<file path="src/rtl/calc_pkg.sv">
// ---------------------------------------------------------------------------
// calc_pkg
// Shared types and constants for the sequential BCD calculator:
//   - state_t  : controller states
//   - opcode_t : latched arithmetic operation
//   - SEG_*    : active-low 7-segment patterns for the special glyphs
//   - nbcd()   : number of BCD digits needed for an unsigned value of a
//                given bit width
// ---------------------------------------------------------------------------
package calc_pkg;

  typedef enum logic [2:0] {
    IDLE = 3'd0,
    CALC = 3'd1,
    MUL  = 3'd2,
    CONV = 3'd3,
    DONE = 3'd4
  } state_t;

  typedef enum logic [1:0] {
    OP_ADD = 2'd0,
    OP_SUB = 2'd1,
    OP_MUL = 2'd2
  } opcode_t;

  localparam logic [6:0] SEG_BLANK = 7'b1111111;
  localparam logic [6:0] SEG_MINUS = 7'b0111111;
  localparam logic [6:0] SEG_E     = 7'b0000110;
  localparam logic [6:0] SEG_ZERO  = 7'b1000000;

  // Decimal digit count of the largest res_w-bit value (2^res_w - 1).
  // This equals ceil(res_w*log10(2)) because 2^n is never a power of ten.
  function automatic int nbcd(input int res_w);
    longint unsigned v;
    int              n;
    v = (64'd1 << res_w) - 64'd1;
    n = 1;
    while (v >= 64'd10) begin
      v = v / 64'd10;
      n = n + 1;
    end
    return n;
  endfunction

endpackage

</file>
<file path="src/rtl/seg7_dec.sv">
// ---------------------------------------------------------------------------
// seg7_dec
// 4-bit BCD to active-low 7-segment decoder (segment order g..a, MSB = g).
// Codes above 9 decode to a blank digit.
//   i_bcd : BCD digit value
//   o_seg : active-low segment pattern
// ---------------------------------------------------------------------------
module seg7_dec
  import calc_pkg::*;
(
  input  logic [3:0] i_bcd,
  output logic [6:0] o_seg
);

  // Digit lookup
  always_comb begin
    o_seg = SEG_BLANK;
    case (i_bcd)
      4'd0:    o_seg = 7'b1000000;
      4'd1:    o_seg = 7'b1111001;
      4'd2:    o_seg = 7'b0100100;
      4'd3:    o_seg = 7'b0110000;
      4'd4:    o_seg = 7'b0011001;
      4'd5:    o_seg = 7'b0010010;
      4'd6:    o_seg = 7'b0000010;
      4'd7:    o_seg = 7'b1111000;
      4'd8:    o_seg = 7'b0000000;
      4'd9:    o_seg = 7'b0010000;
      default: o_seg = SEG_BLANK;
    endcase
  end

endmodule

</file>
<file path="src/rtl/calc_bcd_seq.sv">
// ---------------------------------------------------------------------------
// calc_bcd_seq
// Sequential switch calculator. A key press latches A = SW[2*OP_W-1:OP_W]
// and B = SW[OP_W-1:0], performs add / signed-magnitude subtract / shift-add
// multiply, converts the magnitude to BCD with a bit-serial double-dabble
// and shows it on DIGITS active-low 7-segment displays.
//
// Ports:
//   CLOCK_50 : system clock
//   reset    : synchronous, active-high reset
//   SW       : operands (A upper half, B lower half)
//   KEY      : active-low buttons, 0 add, 1 sub, 2 mul, 3 clear
//   LEDR     : binary result magnitude
//   neg      : result is negative
//   ovf      : result does not fit on the display
//   busy     : operation in progress
//   HEX      : active-low segments, digit i on HEX[7*i+6:7*i]
//
// Build option: define LEADING_ZERO_BLANK_EN to blank leading zeros and
// place the minus sign just left of the most significant digit. Without it
// every digit shows a value and the minus sign sits on the top digit.
// ---------------------------------------------------------------------------
module calc_bcd_seq
  import calc_pkg::*;
#(
  parameter int OP_W   = 5,
  parameter int DIGITS = 4
) (
  input  logic                  CLOCK_50,
  input  logic                  reset,
  input  logic [2*OP_W-1:0]     SW,
  input  logic [3:0]            KEY,
  output logic [2*OP_W-1:0]     LEDR,
  output logic                  neg,
  output logic                  ovf,
  output logic                  busy,
  output logic [7*DIGITS-1:0]   HEX
);

  localparam int RES_W = 2 * OP_W;
  localparam int NBCD  = nbcd(RES_W);
  localparam int CNT_W = $clog2(RES_W + 1);

  localparam logic [CNT_W-1:0] MUL_LAST  = CNT_W'(OP_W - 1);
  localparam logic [CNT_W-1:0] CONV_LAST = CNT_W'(RES_W - 1);

  localparam logic [7*DIGITS-1:0] HEX_RESET = {{(7*(DIGITS-1)){1'b1}}, SEG_ZERO};
  localparam logic [7*DIGITS-1:0] HEX_ERR   = {{(7*(DIGITS-1)){1'b1}}, SEG_E};

  // key path
  logic [3:0]        r_key_s1;
  logic [3:0]        r_key_s2;
  logic [3:0]        r_key_prev;
  logic [3:0]        w_press;
  logic              w_clear;
  logic              w_start;
  opcode_t           w_op_sel;

  // control / datapath
  state_t            r_state;
  state_t            w_state_next;
  logic [OP_W-1:0]   r_a;
  logic [OP_W-1:0]   r_b;
  opcode_t           r_op;
  logic [CNT_W-1:0]  r_cnt;
  logic [RES_W-1:0]  r_mag;
  logic [RES_W-1:0]  r_mcand;
  logic [OP_W-1:0]   r_mplier;
  logic              r_sign;
  logic [RES_W-1:0]  r_bin;
  logic [4*NBCD-1:0] r_bcd;

  logic [RES_W-1:0]  w_a_ext;
  logic [RES_W-1:0]  w_b_ext;
  logic [RES_W-1:0]  w_calc_mag;
  logic              w_calc_neg;
  logic [RES_W-1:0]  w_mul_acc;
  logic [4*NBCD-1:0] w_bcd_adj;
  logic [4*NBCD-1:0] w_bcd_shift;

  // display
  logic [3:0]           w_dig [DIGITS];
  logic [6:0]           w_seg [DIGITS];
  int                   w_nd;
  logic                 w_ovf;
  logic [7*DIGITS-1:0]  w_hex_val;
  logic [7*DIGITS-1:0]  w_hex;

  // registered outputs
  logic [RES_W-1:0]     r_ledr;
  logic                 r_neg;
  logic                 r_ovf;
  logic                 r_busy;
  logic [7*DIGITS-1:0]  r_hex;

  // ------------------------------------------------------------------------
  // Key input path
  // ------------------------------------------------------------------------

  // Two-flop synchroniser plus one delay stage for falling-edge detection
  always_ff @(posedge CLOCK_50) begin
    if (reset) begin
      r_key_s1   <= 4'hF;
      r_key_s2   <= 4'hF;
      r_key_prev <= 4'hF;
    end else begin
      r_key_s1   <= KEY;
      r_key_s2   <= r_key_s1;
      r_key_prev <= r_key_s2;
    end
  end

  // A press is the synchronised level going 1 -> 0
  assign w_press = r_key_prev & ~r_key_s2;
  assign w_clear = w_press[3];
  assign w_start = |w_press[2:0];

  // Opcode priority KEY0 > KEY1 > KEY2 (KEY3 is handled ahead of this)
  always_comb begin
    w_op_sel = OP_ADD;
    if (w_press[0]) begin
      w_op_sel = OP_ADD;
    end else if (w_press[1]) begin
      w_op_sel = OP_SUB;
    end else if (w_press[2]) begin
      w_op_sel = OP_MUL;
    end else begin
      w_op_sel = OP_ADD;
    end
  end

  // ------------------------------------------------------------------------
  // Controller
  // ------------------------------------------------------------------------

  // State register
  always_ff @(posedge CLOCK_50) begin
    if (reset) begin
      r_state <= IDLE;
    end else begin
      r_state <= w_state_next;
    end
  end

  // Next-state logic; clear overrides everything
  always_comb begin
    w_state_next = r_state;
    if (w_clear) begin
      w_state_next = IDLE;
    end else begin
      case (r_state)
        IDLE: begin
          if (w_start) begin
            w_state_next = (w_op_sel == OP_MUL) ? MUL : CALC;
          end else begin
            w_state_next = IDLE;
          end
        end
        CALC: w_state_next = CONV;
        MUL: begin
          if (r_cnt == MUL_LAST) begin
            w_state_next = CONV;
          end else begin
            w_state_next = MUL;
          end
        end
        CONV: begin
          if (r_cnt == CONV_LAST) begin
            w_state_next = DONE;
          end else begin
            w_state_next = CONV;
          end
        end
        DONE:    w_state_next = IDLE;
        default: w_state_next = IDLE;
      endcase
    end
  end

  // ------------------------------------------------------------------------
  // Arithmetic
  // ------------------------------------------------------------------------

  assign w_a_ext = {{OP_W{1'b0}}, r_a};
  assign w_b_ext = {{OP_W{1'b0}}, r_b};

  // Add, or subtract as sign + magnitude
  always_comb begin
    w_calc_mag = w_a_ext + w_b_ext;
    w_calc_neg = 1'b0;
    if (r_op == OP_SUB) begin
      if (r_a < r_b) begin
        w_calc_mag = w_b_ext - w_a_ext;
        w_calc_neg = 1'b1;
      end else begin
        w_calc_mag = w_a_ext - w_b_ext;
        w_calc_neg = 1'b0;
      end
    end else begin
      w_calc_mag = w_a_ext + w_b_ext;
      w_calc_neg = 1'b0;
    end
  end

  // One shift-add step: add the shifted multiplicand when the current
  // multiplier LSB is set
  assign w_mul_acc = r_mplier[0] ? (r_mag + r_mcand) : r_mag;

  // Double-dabble correction: every nibble >= 5 gets +3 before the shift
  always_comb begin
    w_bcd_adj = r_bcd;
    for (int i = 0; i < NBCD; i++) begin
      if (r_bcd[4*i +: 4] >= 4'd5) begin
        w_bcd_adj[4*i +: 4] = r_bcd[4*i +: 4] + 4'd3;
      end else begin
        w_bcd_adj[4*i +: 4] = r_bcd[4*i +: 4];
      end
    end
  end

  assign w_bcd_shift = {w_bcd_adj[4*NBCD-2:0], r_bin[RES_W-1]};

  // Datapath registers: operand latch, multiply, BCD conversion
  always_ff @(posedge CLOCK_50) begin
    if (reset || w_clear) begin
      r_a      <= {OP_W{1'b0}};
      r_b      <= {OP_W{1'b0}};
      r_op     <= OP_ADD;
      r_cnt    <= {CNT_W{1'b0}};
      r_mag    <= {RES_W{1'b0}};
      r_mcand  <= {RES_W{1'b0}};
      r_mplier <= {OP_W{1'b0}};
      r_sign   <= 1'b0;
      r_bin    <= {RES_W{1'b0}};
      r_bcd    <= {(4*NBCD){1'b0}};
    end else begin
      case (r_state)
        IDLE: begin
          if (w_start) begin
            r_a      <= SW[2*OP_W-1:OP_W];
            r_b      <= SW[OP_W-1:0];
            r_op     <= w_op_sel;
            r_cnt    <= {CNT_W{1'b0}};
            r_mag    <= {RES_W{1'b0}};
            r_mcand  <= {{OP_W{1'b0}}, SW[2*OP_W-1:OP_W]};
            r_mplier <= SW[OP_W-1:0];
            r_sign   <= 1'b0;
          end
        end
        CALC: begin
          r_mag  <= w_calc_mag;
          r_sign <= w_calc_neg;
          r_bin  <= w_calc_mag;
          r_bcd  <= {(4*NBCD){1'b0}};
          r_cnt  <= {CNT_W{1'b0}};
        end
        MUL: begin
          r_mag    <= w_mul_acc;
          r_mcand  <= r_mcand << 1;
          r_mplier <= r_mplier >> 1;
          if (r_cnt == MUL_LAST) begin
            // Hand the final product straight to the converter
            r_bin <= w_mul_acc;
            r_bcd <= {(4*NBCD){1'b0}};
            r_cnt <= {CNT_W{1'b0}};
          end else begin
            r_cnt <= r_cnt + {{(CNT_W-1){1'b0}}, 1'b1};
          end
        end
        CONV: begin
          r_bin <= r_bin << 1;
          r_bcd <= w_bcd_shift;
          if (r_cnt == CONV_LAST) begin
            r_cnt <= {CNT_W{1'b0}};
          end else begin
            r_cnt <= r_cnt + {{(CNT_W-1){1'b0}}, 1'b1};
          end
        end
        DONE: begin
          r_cnt <= {CNT_W{1'b0}};
        end
        default: begin
          r_cnt <= {CNT_W{1'b0}};
        end
      endcase
    end
  end

  // ------------------------------------------------------------------------
  // Display formatting
  // ------------------------------------------------------------------------

  // Decoder inputs; digits beyond the BCD register width read as zero
  for (genvar g = 0; g < DIGITS; g++) begin : g_digit
    if (g < NBCD) begin : g_live
      assign w_dig[g] = r_bcd[4*g +: 4];
    end else begin : g_pad
      assign w_dig[g] = 4'd0;
    end
    seg7_dec u_seg7_dec (
      .i_bcd (w_dig[g]),
      .o_seg (w_seg[g])
    );
  end

  // Number of significant digits (at least one, so zero shows as '0')
  always_comb begin
    w_nd = 1;
    for (int i = 0; i < NBCD; i++) begin
      if (r_bcd[4*i +: 4] != 4'd0) begin
        w_nd = i + 1;
      end else begin
        w_nd = w_nd;
      end
    end
  end

`ifdef LEADING_ZERO_BLANK_EN
  // Significant digits only; minus sign immediately left of them
  always_comb begin
    w_ovf     = (w_nd + (r_sign ? 1 : 0)) > DIGITS;
    w_hex_val = {(7*DIGITS){1'b1}};
    for (int g = 0; g < DIGITS; g++) begin
      if (g < w_nd) begin
        w_hex_val[7*g +: 7] = w_seg[g];
      end else if ((g == w_nd) && r_sign) begin
        w_hex_val[7*g +: 7] = SEG_MINUS;
      end else begin
        w_hex_val[7*g +: 7] = SEG_BLANK;
      end
    end
  end
`else
  // Fixed-width display; the top digit is given up to the minus sign
  always_comb begin
    w_ovf     = 1'b0;
    w_hex_val = {(7*DIGITS){1'b1}};
    for (int i = 0; i < NBCD; i++) begin
      if ((r_bcd[4*i +: 4] != 4'd0) &&
          ((i >= DIGITS) || (r_sign && (i >= DIGITS - 1)))) begin
        w_ovf = 1'b1;
      end else begin
        w_ovf = w_ovf;
      end
    end
    for (int g = 0; g < DIGITS; g++) begin
      if (r_sign && (g == DIGITS - 1)) begin
        w_hex_val[7*g +: 7] = SEG_MINUS;
      end else begin
        w_hex_val[7*g +: 7] = w_seg[g];
      end
    end
  end
`endif

  assign w_hex = w_ovf ? HEX_ERR : w_hex_val;

  // Output registers, loaded once per operation in DONE
  always_ff @(posedge CLOCK_50) begin
    if (reset || w_clear) begin
      r_ledr <= {RES_W{1'b0}};
      r_neg  <= 1'b0;
      r_ovf  <= 1'b0;
      r_busy <= 1'b0;
      r_hex  <= HEX_RESET;
    end else begin
      r_busy <= (w_state_next != IDLE);
      if (r_state == DONE) begin
        r_ledr <= r_mag;
        r_neg  <= r_sign;
        r_ovf  <= w_ovf;
        r_hex  <= w_hex;
      end
    end
  end

  assign LEDR = r_ledr;
  assign neg  = r_neg;
  assign ovf  = r_ovf;
  assign busy = r_busy;
  assign HEX  = r_hex;

endmodule
</file>
<file path="config.mk">
export PLATFORM = sky130hd
export DESIGN_NAME = calc_bcd_seq
export DESIGN_NICKNAME = d
export VERILOG_FILES = /design/src/rtl/calc_pkg.sv /design/src/rtl/seg7_dec.sv /design/src/rtl/calc_bcd_seq.sv
export SDC_FILE = /design/constraint.sdc
export NUM_CORES = 1
export LEC_CHECK = 0
export BUFFER_PORTS_ARGS = -buffer_cell sky130_fd_sc_hd__buf_2
export CORE_AREA = 8 8 209 161
export CTS_CLUSTER_SIZE = 30
export DETAILED_ROUTE_END_ITERATION = 10
export DIE_AREA = 0 0 217 169
export GPL_ROUTABILITY_DRIVEN = 0
export PLACE_DENSITY_LB_ADDON = 0.15
export SLEW_MARGIN = 25
export SYNTH_ARGS = -nofsm -noshare
export SYNTH_HDL_FRONTEND = slang
export SYNTH_SLANG_ARGS = --single-unit
</file>
<file path="constraint.sdc">
create_clock -name CLOCK_50 -period 3.7 [get_ports CLOCK_50]
set_input_delay 0.74 -clock CLOCK_50 [delete_from_list [all_inputs] [get_ports CLOCK_50]]
set_output_delay 0.74 -clock CLOCK_50 [all_outputs]
set_load 0.02 [all_outputs]
</file>
Word-level counts from Yosys, hierarchy flattened
Memory sizes are Yosys's and may differ from the RTL's. A register that Yosys moved wholly into a read port is not among the register bits.
Cells that the tools add are included.
{ "op_classes": {"n_addsub": 9, "magnitude_cmp": 5, "n_eq_ne": 10, "n_mux": 45, "bitwise_logic": 2, "reduce_logical": 15} }
{ "ops": {"columns": ["op", "n"], "rows": [
  ["$mux W10", 6],
  ["$pmux W10 S3", 2],
  ["$mux W4", 14],
  ["$pmux W16 S3", 1],
  ["$mux W28", 1],
  ["$pmux W10 S2", 1],
  ["$ge A4 B3 Y1 const B", 4],
  ["$mux W16", 1],
  ["$add A4 B2 Y4 const B", 3],
  ["$pmux W3 S4", 1],
  ["$pmux W4 S3", 1],
  ["$sub A5 B5 Y6", 2],
  ["$add A10 B10 Y10", 1],
  ["$mux W2", 5],
  ["$pmux W5 S2", 1],
  ["$reduce_and A2 Y1", 5],
  ["$mux W3", 3],
  ["$reduce_bool A3 Y1", 3],
  ["$mux W7", 1],
  ["$add A5 B5 Y6", 1],
  ["$eq A3 B2 Y1 const B", 2],
  ["$lt A5 B5 Y1", 1],
  ["$mux W1", 5],
  ["$mux W5", 1],
  ["other kinds (18)", 20]
]} }
{ "totals": {"register_bits": 124, "romBits": 448, "output_inout_bits": 41, "word_cells": 109, "mem_count": 4} }
{ "memory_table": {"columns": ["name", "depth", "word_bits", "rd", "rd_ports_with_merged_regs", "write_ports", "line", "rtl"], "rows": [
  ["(name not given)", 16, 7, 1, 1, 0, "seg7_dec.sv:18", "case (i_bcd)"],
  ["(name not given)", 16, 7, 1, 1, 0, "seg7_dec.sv:18", null],
  ["(name not given)", 16, 7, 1, 1, 0, "seg7_dec.sv:18", null],
  ["(name not given)", 16, 7, 1, 1, 0, "seg7_dec.sv:18", null]
]} }

Logic depth before layout (Yosys ltp)
Gate-level depths: netlist of run 1.
{ "depth": {"depth_word": 11, "ltp_mapped": 12} }

Cells and area by module
From an unflattened synthesis of run 1, not the netlist that was laid out.
{ "unflattened": {"cells_unflattened": 892, "area_unflattened_um2": 7013.0} }
{ "modules_own_cells": {"columns": ["module", "instances", "cells_per_inst", "area_each_um2", "seq_area_each_um2"], "rows": [
  ["calc_bcd_seq", 1, 763, 6178.4, 2482.4],
  ["seg7_dec (g_digit[0].u_seg7_dec ...)", 3, 33, 210.2, 0.0],
  ["seg7_dec (g_digit[3].u_seg7_dec)", 1, 30, 203.9, 0.0]
]} }

Worst setup path before layout of run 1
OpenSTA, ideal clock, no wires.
{ "synth_timing": {"path_kind": "reg2reg", "startpoint": "register r_a[0]", "endpoint": "register r_bin[9]", "setup_time_ns": 0.063, "t_arrival_ns": 2.668, "setup_slack_ns": 0.969, "path_stages_with_launch": 12, "path_buffers": 0, "period_less_slack_ns": 2.731, "cell_sequence": "dfxtp_1 > inv_1 > ha_1 > inv_1 > fa_1 > or4b_1 > or4_4 > o41ai_4 > nand2_4 > a21oi_2 > or4b_1 > nand3_1"} }
{ "synth_between": {"elab_chain_cells": 4} }
{ "synth_lines": {"columns": ["item", "line", "rtl"], "rows": [
  ["start, declared", "calc_bcd_seq.sv:62", "logic [OP_W-1:0] r_a;"],
  ["start signal, assigned", "calc_bcd_seq.sv:226", "r_a <= {OP_W{1'b0}};"],
  ["start signal, assigned", "calc_bcd_seq.sv:240", "r_a <= SW[2*OP_W-1:OP_W];"],
  ["$sub A5 B5 Y6, or another cell as far along", "calc_bcd_seq.sv:196", "w_calc_mag = w_a_ext - w_b_ext;"],
  ["$mux W10 *", "calc_bcd_seq.sv:192", "if (r_a < r_b) begin"],
  ["$mux W10 *", "calc_bcd_seq.sv:191", "if (r_op == OP_SUB) begin"],
  ["$pmux W10 S3 *", "calc_bcd_seq.sv:237", "case (r_state)"],
  ["end signal, assigned", "calc_bcd_seq.sv:234", "r_bin <= {RES_W{1'b0}};"],
  ["end signal, assigned", "calc_bcd_seq.sv:253", "r_bin <= w_calc_mag;"],
  ["end signal, assigned", "calc_bcd_seq.sv:263", "r_bin <= w_mul_acc;"],
  ["end, declared", "calc_bcd_seq.sv:70", "logic [RES_W-1:0] r_bin;"]
]} }
Every way passes the cells marked *; elsewhere a longest branch is shown, timed or not.
A chain may end at the register's enable or synchronous reset.

Worst setup path after layout of run 1
Same ends and word-level chain as after synthesis.

==> load_flow_metrics.sql, run 1 <==
INSERT INTO impl_metrics (metric_group, metric, value, unit) VALUES
('outcome', 'result_of_the_run', 'complete, no violations', ''),
('detailed_routing', 'wire_per_inst', '15.5', 'um'),
('power_and_ir_drop', 'irDropWorstVdd', '0.267', 'mV'),
('logic_synthesis', 'synth_enable_flop_cells', '0', ''),
('place', 'place.detailed.hpwl', '15300', 'um'),
('run', 'cap_violations', '0', ''),
('floorplanning', 'die_y', '169', 'um'),
('floorplanning', 'die_w', '217', 'um'),
('sta', 'fin_skew', '0.0115', 'ns'),
('place', 'buffer_ports.inserted', '56', ''),
('detailed_routing', 'drt-pass1-iter-count', '5', ''),
('cts', 'cts.sink_count', '152', ''),
('global_routing', 'track_usage', '0.118', ''),
('global_routing', 'grt_start_max_net_pins', '54', ''),
('logic_synthesis', 'synth_sequential_area_ratio', '0.407', ''),
('sta', 'final_max_slew_viol_count', '0', ''),
('power_and_ir_drop', 'power_frac_seq', '0.431', ''),
('place', 'placedCellCount', '1329', ''),
('min_path', 'timing.hold.worst.class', 'flop to flop', ''),
('floorplanning', 'die-area', '36700', 'um2'),
('detailed_routing', 'drt_wl_total', '21000', 'um'),
('sta', 'grt_setup_unrepaired', 'no', ''),
('cells_and_area', 'mostFrequentLayoutCell', 'sky130_fd_sc_hd__dfxtp_1', ''),
('sta', 'finalCritPeriodShare', '0.800', ''),
('place', 'place_ws', '0.637', 'ns'),
('cts', 'tritoncts_clock_tree', 'yes', ''),
('logic_synthesis', 'netlist-cell-type-count', '65', ''),
('power_and_ir_drop', 'pwr-share-comb', '0.114', ''),
('logic_synthesis', 'syn-num-nets', '969', ''),
('cts', 'cts.reportedPaths.clkPinSlew', '0.06', 'ns'),
('global_routing', 'overflow', '0', ''),
('sta', 'fmax', '0.338', 'GHz'),
('cts', 'clk_path_buf_depth', '2', ''),
('setup_path', 'timing_worst_setup_path_type', 'flop to flop', ''),
('floorplanning', 'core-area', '30500', 'um2'),
('logic_synthesis', 'postSynth.asyncResetShare', '0', ''),
('sta', 'final_critical_path_setup_slack', '0.741', 'ns'),
('cells_and_area', 'instances_no_fill', '1361', ''),
('sta', 'final.hold.worst_slack', '0.410', 'ns'),
('power_and_ir_drop', 'p_switching', '1.10', 'mW'),
('logic_synthesis', 'syn_inst', '894', ''),
('cells_and_area', 'stdcell_area', '8810', 'um2'),
('setup_path', 'cp.arrival', '3.33', 'ns'),
('setup_path', 'critPathMaxFanout', '4', ''),
('cts', 'cts_resized', '0', ''),
('cts', 'cts_hold_buffers', '0', ''),
('cts', 'cts.repair_timing.setup_buffer_count', '0', ''),
('sta', 'max-slew-margin-rel', '0.323', ''),
('cts', 'clock_root_buffer', 'sky130_fd_sc_hd__clkbuf_16', ''),
('logic_synthesis', 'syn_area_per_cell', '8.36', 'um2'),
('sta', 'final_hold_viol_count', '0', ''),
('cells_and_area', 'post_route_cells_drive_above_1_share', '0.136', ''),
('power_and_ir_drop', 'internal_power', '2.91', 'mW'),
('cts', 'cts_htree_levels', '4', ''),
('setup_path', 'worstPathRequired', '4.07', 'ns'),
('cells_and_area', 'antenna_cells_inserted', '0', ''),
('cells_and_area', 'fin_nets', '1017', ''),
('logic_synthesis', 'ys.flop_type', 'sky130_fd_sc_hd__dfxtp_1', ''),
('cts', 'cts_buffers', '17', ''),
('power_and_ir_drop', 'p_leak', '3.53', 'nW'),
('floorplanning', 'initial_utilization', '0.245', ''),
('cells_and_area', 'area_growth_syn_to_layout', '17.9', '%'),
('logic_synthesis', 'syn_area', '7470', 'um2'),
('sta', 'final_number_of_setup_violating_endpoints', '0', ''),
('logic_synthesis', 'yosys_warnings', '0', ''),
('global_routing', 'grt_antenna_before_repair', '0', ''),
('power_and_ir_drop', 'clock_power_share', '0.455', ''),
('cts', 'clk-insertion-delay-late', '0.44', 'ns'),
('power_and_ir_drop', 'net_sw_frac', '0.275', ''),
('power_and_ir_drop', 'design_power_total', '4.01', 'mW'),
('setup_path', 'critPathLaunchType', 'flop', '');
==> worst paths after layout <==
path	end	from	slack, ns	cells after the start
worst max-delay path	r_bin[9]$_SDFFE_PP0N_	r_a[0]$_SDFFE_PP0P_	0.74	11
worst min-delay path	r_key_s2[0]$_SDFF_PP1_	r_key_s1[0]$_SDFF_PP1_	0.41	1
worst max register to register	r_bin[9]$_SDFFE_PP0N_	r_a[0]$_SDFFE_PP0P_	0.74	11
worst min register to register	r_key_s2[0]$_SDFF_PP1_	r_key_s1[0]$_SDFF_PP1_	0.41	1
==> Yosys cell counts, drive strengths merged, types with 6 or more instances <==
library cell / instances / area [um2]
dfxtp: 152 / 3040
nand2: 139 / 529
a21oi: 93 / 469
nor2: 60 / 228
ha: 55 / 688
inv: 53 / 199
o21ai: 48 / 240
nand3: 34 / 170
clkbuf: 30 / 113
nand2b: 18 / 113
a22oi: 14 / 105
nor3: 14 / 70.1
a222oi: 12 / 120
buf: 12 / 56.3
or2: 12 / 75.1
mux2i: 11 / 110
a31oi: 10 / 62.6
o21a: 10 / 75.1
and2: 7 / 43.8
xnor2: 7 / 61.3
a22o: 6 / 52.6
nor2b: 6 / 37.5
o211ai: 6 / 45.0
==> cells by family after synthesis <==
group | synth area share
buffers and inverters | 0.0497
DFF | 0.407
muxes | 0.0177
adders and majority gates | 0.103
AOI/OAI and AO/OA | 0.211
xor gates and xnor gates | 0.0141
and+or+nand+nor | 0.197
==> area by class of cell <==
cell class                 count  area (um2)
tap                          406         508
fill                        3336       21700
inverter                      54         203
sequential                   152        3040
clock buffer                  18         429
timing repair buffer          71         393
clock inverter                14         173
multi-input combinational    646        4060
==> worst max-delay path: stages, from the launching register on <==
cell                      delay [ns]
sky130_fd_sc_hd__dfxtp_1        0.38
sky130_fd_sc_hd__inv_1          0.06
sky130_fd_sc_hd__ha_1           0.20
sky130_fd_sc_hd__inv_1          0.07
sky130_fd_sc_hd__fa_1           0.24
sky130_fd_sc_hd__or4b_1         0.45
sky130_fd_sc_hd__or4_4          0.54
sky130_fd_sc_hd__o41ai_4        0.10
sky130_fd_sc_hd__nand2_4        0.10
sky130_fd_sc_hd__a21oi_2        0.23
sky130_fd_sc_hd__or4b_1         0.45
sky130_fd_sc_hd__nand3_1        0.09
==> sequential cells by signal (all words and copies together) (netlist names), 5 cells and up <==
signal / cells
r_mcand: 10
r_b: 5
g_digit.u_seg7_dec.o_seg: 28
r_mplier: 5
HEX: 28
r_bin: 10
LEDR: 10
r_a: 5
r_bcd: 16
r_mag: 10
==> power groups by stage <==
stage,registers (mW),logic [mW],clock network [mW]
after floorplan,1.75,0.324,0
after global placement,1.76,0.463,0
after detailed placement,1.76,0.460,0
after CTS,1.73,0.461,1.88
after global routing,1.73,0.515,1.95
final,1.73,0.459,1.82
==> routing by layer <==
| metal | wire length, um | GRT usage |
|---|---|---|
| met4 | 274 | 0.0379 |
| met5 | 0 | 0 |
| met3 | 745 | 0.0244 |
| met2 | 8000 | 0.160 |
| met1 | 12000 | 0.181 |
Note: power is estimated with default switching activity, not from simulation.
==> inputs of run 2 (changes only) <==
clock period = 2.55 ns   (was 3.7 ns; I/O delays follow)
==> load_flow_metrics.sql, run 2 (synthesis gave the netlist of run 1 again) <==
INSERT INTO impl_metrics (metric_group, metric, value, unit) VALUES
('setup_path', 'worst-r2r-setup-slack', '-0.06', 'ns'),
('sta', 'fmax', '0.383', 'GHz'),
('floorplanning', 'die-area', '36700', 'um2'),
('cts', 'clock_root_buffer', 'sky130_fd_sc_hd__clkbuf_16', ''),
('cells_and_area', 'multi_input_logic_area', '4150', 'um2'),
('detailed_routing', 'drt-pass1-iter-count', '5', ''),
('cts', 'cts_htree_levels', '4', ''),
('detailed_routing', 'drt-initial-drc-count', '415', ''),
('cts', 'cts_buffers', '17', ''),
('cells_and_area', 'filler_instances', '3287', ''),
('cells_and_area', 'sequential_cell_area', '3050', 'um2'),
('cells_and_area', 'utilization', '0.308', ''),
('setup_path', 'crit_path_frequent_cell', 'sky130_fd_sc_hd__inv_2', ''),
('setup_path', 'timing.rr.end', 'r_bin[9]$_SDFFE_PP0N_', ''),
('cts', 'cts.sink_count', '152', ''),
('setup_path', 'timing.critical_path.cells', 'inv_2 > ha_4 > inv_2 > fa_2 > a211o_2 > a21o_1 > o41ai_4 > nand2_4 > a21oi_4 > or4b_1 > nand3_1', ''),
('floorplanning', 'die_y', '169', 'um'),
('global_routing', 'grt_first_pass_wirelength', '35500', 'um'),
('sta', 'final_hold_viol_count', '0', ''),
('sta', 'finalCritPeriodShare', '1.02', ''),
('cts', 'cts.reportedPaths.clkPinSlew', '0.06', 'ns'),
('sta', 'final_max_slew_viol_count', '0', ''),
('floorplanning', 'rows', '56', ''),
('cells_and_area', 'mostFrequentLayoutCells', 'sky130_fd_sc_hd__dfxtp_1, sky130_fd_sc_hd__nand2_1, sky130_fd_sc_hd__a21oi_1', ''),
('cells_and_area', 'area_growth_syn_to_layout', '26.0', '%'),
('detailed_routing', 'routed_via_density', '4.63', ''),
('detailed_routing', 'wire_per_inst', '15.4', 'um'),
('setup_path', 'worstPathRequired', '2.92', 'ns'),
('outcome', 'violations_in_the_final_reports', 'negative setup slack', ''),
('min_path', 'timing.hold.worst.class', 'primary input to flop', ''),
('floorplanning', 'initial_utilization', '0.245', ''),
('setup_path', 'timing_worst_setup_path_type', 'flop to flop', ''),
('global_routing', 'overflow', '0', ''),
('min_path', 'endpoint_worst_hold', 'r_key_s1[2]$_SDFF_PP1_', ''),
('outcome', 'result_of_the_run', 'finished, violations left', ''),
('sta', 'final_number_of_setup_violating_endpoints', '2', ''),
('setup_path', 'critPathMaxFanout', '3', ''),
('sta', 'fin_skew', '0.00996', 'ns'),
('sta', 'final_critical_path_setup_slack', '-0.0581', 'ns'),
('sta', 'max_slew.worst_pin.slew', '0.642', 'ns'),
('place', 'place.detailed.hpwl', '16200', 'um'),
('setup_path', 'worst_path_max_delay_cell', 'sky130_fd_sc_hd__or4b_1', ''),
('place', 'place_ws', '-0.0835', 'ns'),
('power_and_ir_drop', 'pwr_density_cell', '645', 'nW/um2'),
('detailed_routing', 'antenna_viol_nets_final', '0', ''),
('min_path', 'hold-path-cell-count', '2', ''),
('floorplanning', 'die_w', '217', 'um'),
('cts', 'cts_hold_buffers', '0', ''),
('sta', 'min_period', '2.61', 'ns'),
('cells_and_area', 'fin_nets', '1077', ''),
('cells_and_area', 'antenna_cells_inserted', '0', ''),
('global_routing', 'track_usage', '0.119', ''),
('setup_path', 'cp.arrival', '2.98', 'ns'),
('cells_and_area', 'post_route_cells_drive_above_1_share', '0.205', ''),
('detailed_routing', 'drc_errors', '0', ''),
('power_and_ir_drop', 'irDropWorstVdd', '0.403', 'mV'),
('cts', 'clk-insertion-delay-late', '0.42', 'ns'),
('detailed_routing', 'drt_wl_total', '21800', 'um'),
('place', 'buffer_ports.inserted', '56', ''),
('run', 'cap_violations', '0', ''),
('floorplanning', 'core-area', '30500', 'um2'),
('setup_path', 'critPathLaunchType', 'flop', ''),
('cts', 'clk_path_buf_depth', '2', ''),
('global_routing', 'via_count_of_the_first_global_routing_pass', '6434', ''),
('global_routing', 'grt_antenna_before_repair', '0', ''),
('sta', 'max-slew-margin-rel', '0.572', ''),
('setup_path', 'cp-end-kind', 'flop', ''),
('cells_and_area', 'mostFrequentLayoutCell', 'sky130_fd_sc_hd__dfxtp_1', ''),
('detailed_routing', 'dr_total_vias', '6565', ''),
('power_and_ir_drop', 'p_leak', '3.87', 'nW'),
('global_routing', 'grt_start_max_net_pins', '52', ''),
('setup_path', 'r2r-start', 'r_a[0]$_SDFFE_PP0P_', ''),
('setup_path', 'critical_path.max_stage_delay', '0.44', 'ns'),
('floorplanning', 'count_of_pins_on_the_block_boundary', '57', ''),
('sta', 'grt_setup_unrepaired', 'yes', ''),
('setup_path', 'worst_r2r_path_depth', '11', ''),
('min_path', 'timing.hold.worst.start', 'KEY[2]', ''),
('cts', 'tritoncts_clock_tree', 'yes', '');
[run 2: cell types whose count changed in the layout (fill, tap and decap cells not counted), sizes merged]
cell	before	now
buf	71	131
clkbuf	18	23
inv	56	53
bufinv	3	4
clkinv	7	3
clkinvlp	2	1
[run 2: final cells by class]
type,count,area share
Clock buffer,23,0.0518
Clock inverter,7,0.0150
Inverter,54,0.0215
Multi-Input combinational cell,646,0.441
Sequential cell,152,0.324
Tap cell,406,0.0540
Timing Repair Buffer,131,0.0934
[run 2: critical path: cells and delay by family (launching register included)]
family / cells / cell delay (ns)
buffers and inverters: 2 / 0.10
AOI/OAI and AO/OA: 4 / 0.99
and+or+nand+nor: 3 / 0.63
adders and majority gates: 2 / 0.50
DFF: 1 / 0.32
[run 2: worst max-delay path by stage]
| stage | endpoint | slack, ns | cells past startpoint | from |
|---|---|---|---|---|
| CTS | r_mag[3]$_SDFFE_PP0P_ | -0.05 | 11 | r_a[0]$_SDFFE_PP0P_ |
| floorplan | r_bin[9]$_SDFFE_PP0N_ | 0.004 | 10 | r_b[0]$_SDFFE_PP0P_ |
| finish | r_bin[9]$_SDFFE_PP0N_ | -0.06 | 11 | r_a[0]$_SDFFE_PP0P_ |
| detailed placement | r_mag[3]$_SDFFE_PP0P_ | -0.08 | 11 | r_a[0]$_SDFFE_PP0P_ |
| global placement | r_mag[3]$_SDFFE_PP0P_ | -0.06 | 11 | r_a[0]$_SDFFE_PP0P_ |
| global route | r_mag[3]$_SDFFE_PP0P_ | -0.22 | 11 | r_a[0]$_SDFFE_PP0P_ |
[run 2: routing by layer]
layer / share of wire / vias to the layer above / global-route usage
met5: 0 / - / 0
met4: 0.0079 / 0 / 0.0255
met3: 0.046 / 15 / 0.0255
met2: 0.39 / 130 / 0.162
met1: 0.56 / 3086 / 0.186
li1: - / 3334 / -
[run 2: per-stage QoR]
| step | power [mW] | std cells | instance area [um2] | hold WS (ns) | TNS, ns |
|---|---|---|---|---|---|
| 3_5_place_dp | 3.32 | 1384 | 8660 | 0.393 | -0.144 |
| 5_1_grt | 6.35 | 1419 | 9420 | 0.246 | -0.718 |
| 3_3_place_gp | 3.33 | 1384 | 8660 | 0.394 | -0.0909 |
| 4_1_cts | 6.10 | 1414 | 9300 | 0.244 | -0.0874 |
| 6_report | 6.07 | 1419 | 9420 | 0.268 | -0.107 |
| 2_1_floorplan | 3.01 | 894 | 7490 | 0.389 | 0 |
[run 2: repair_timing]
action,4_1_cts,5_1_grt
setup buffers,0,6
gates resized for setup,3,21
setup endpoints to repair,3,26
pin swaps,1,6
[run 2: power by group]
group	total [mW]	internal (mW)	switching [mW]
sequential	2.49	2.44	0.0458
combinational	0.824	0.334	0.490
clock	2.76	1.73	1.03
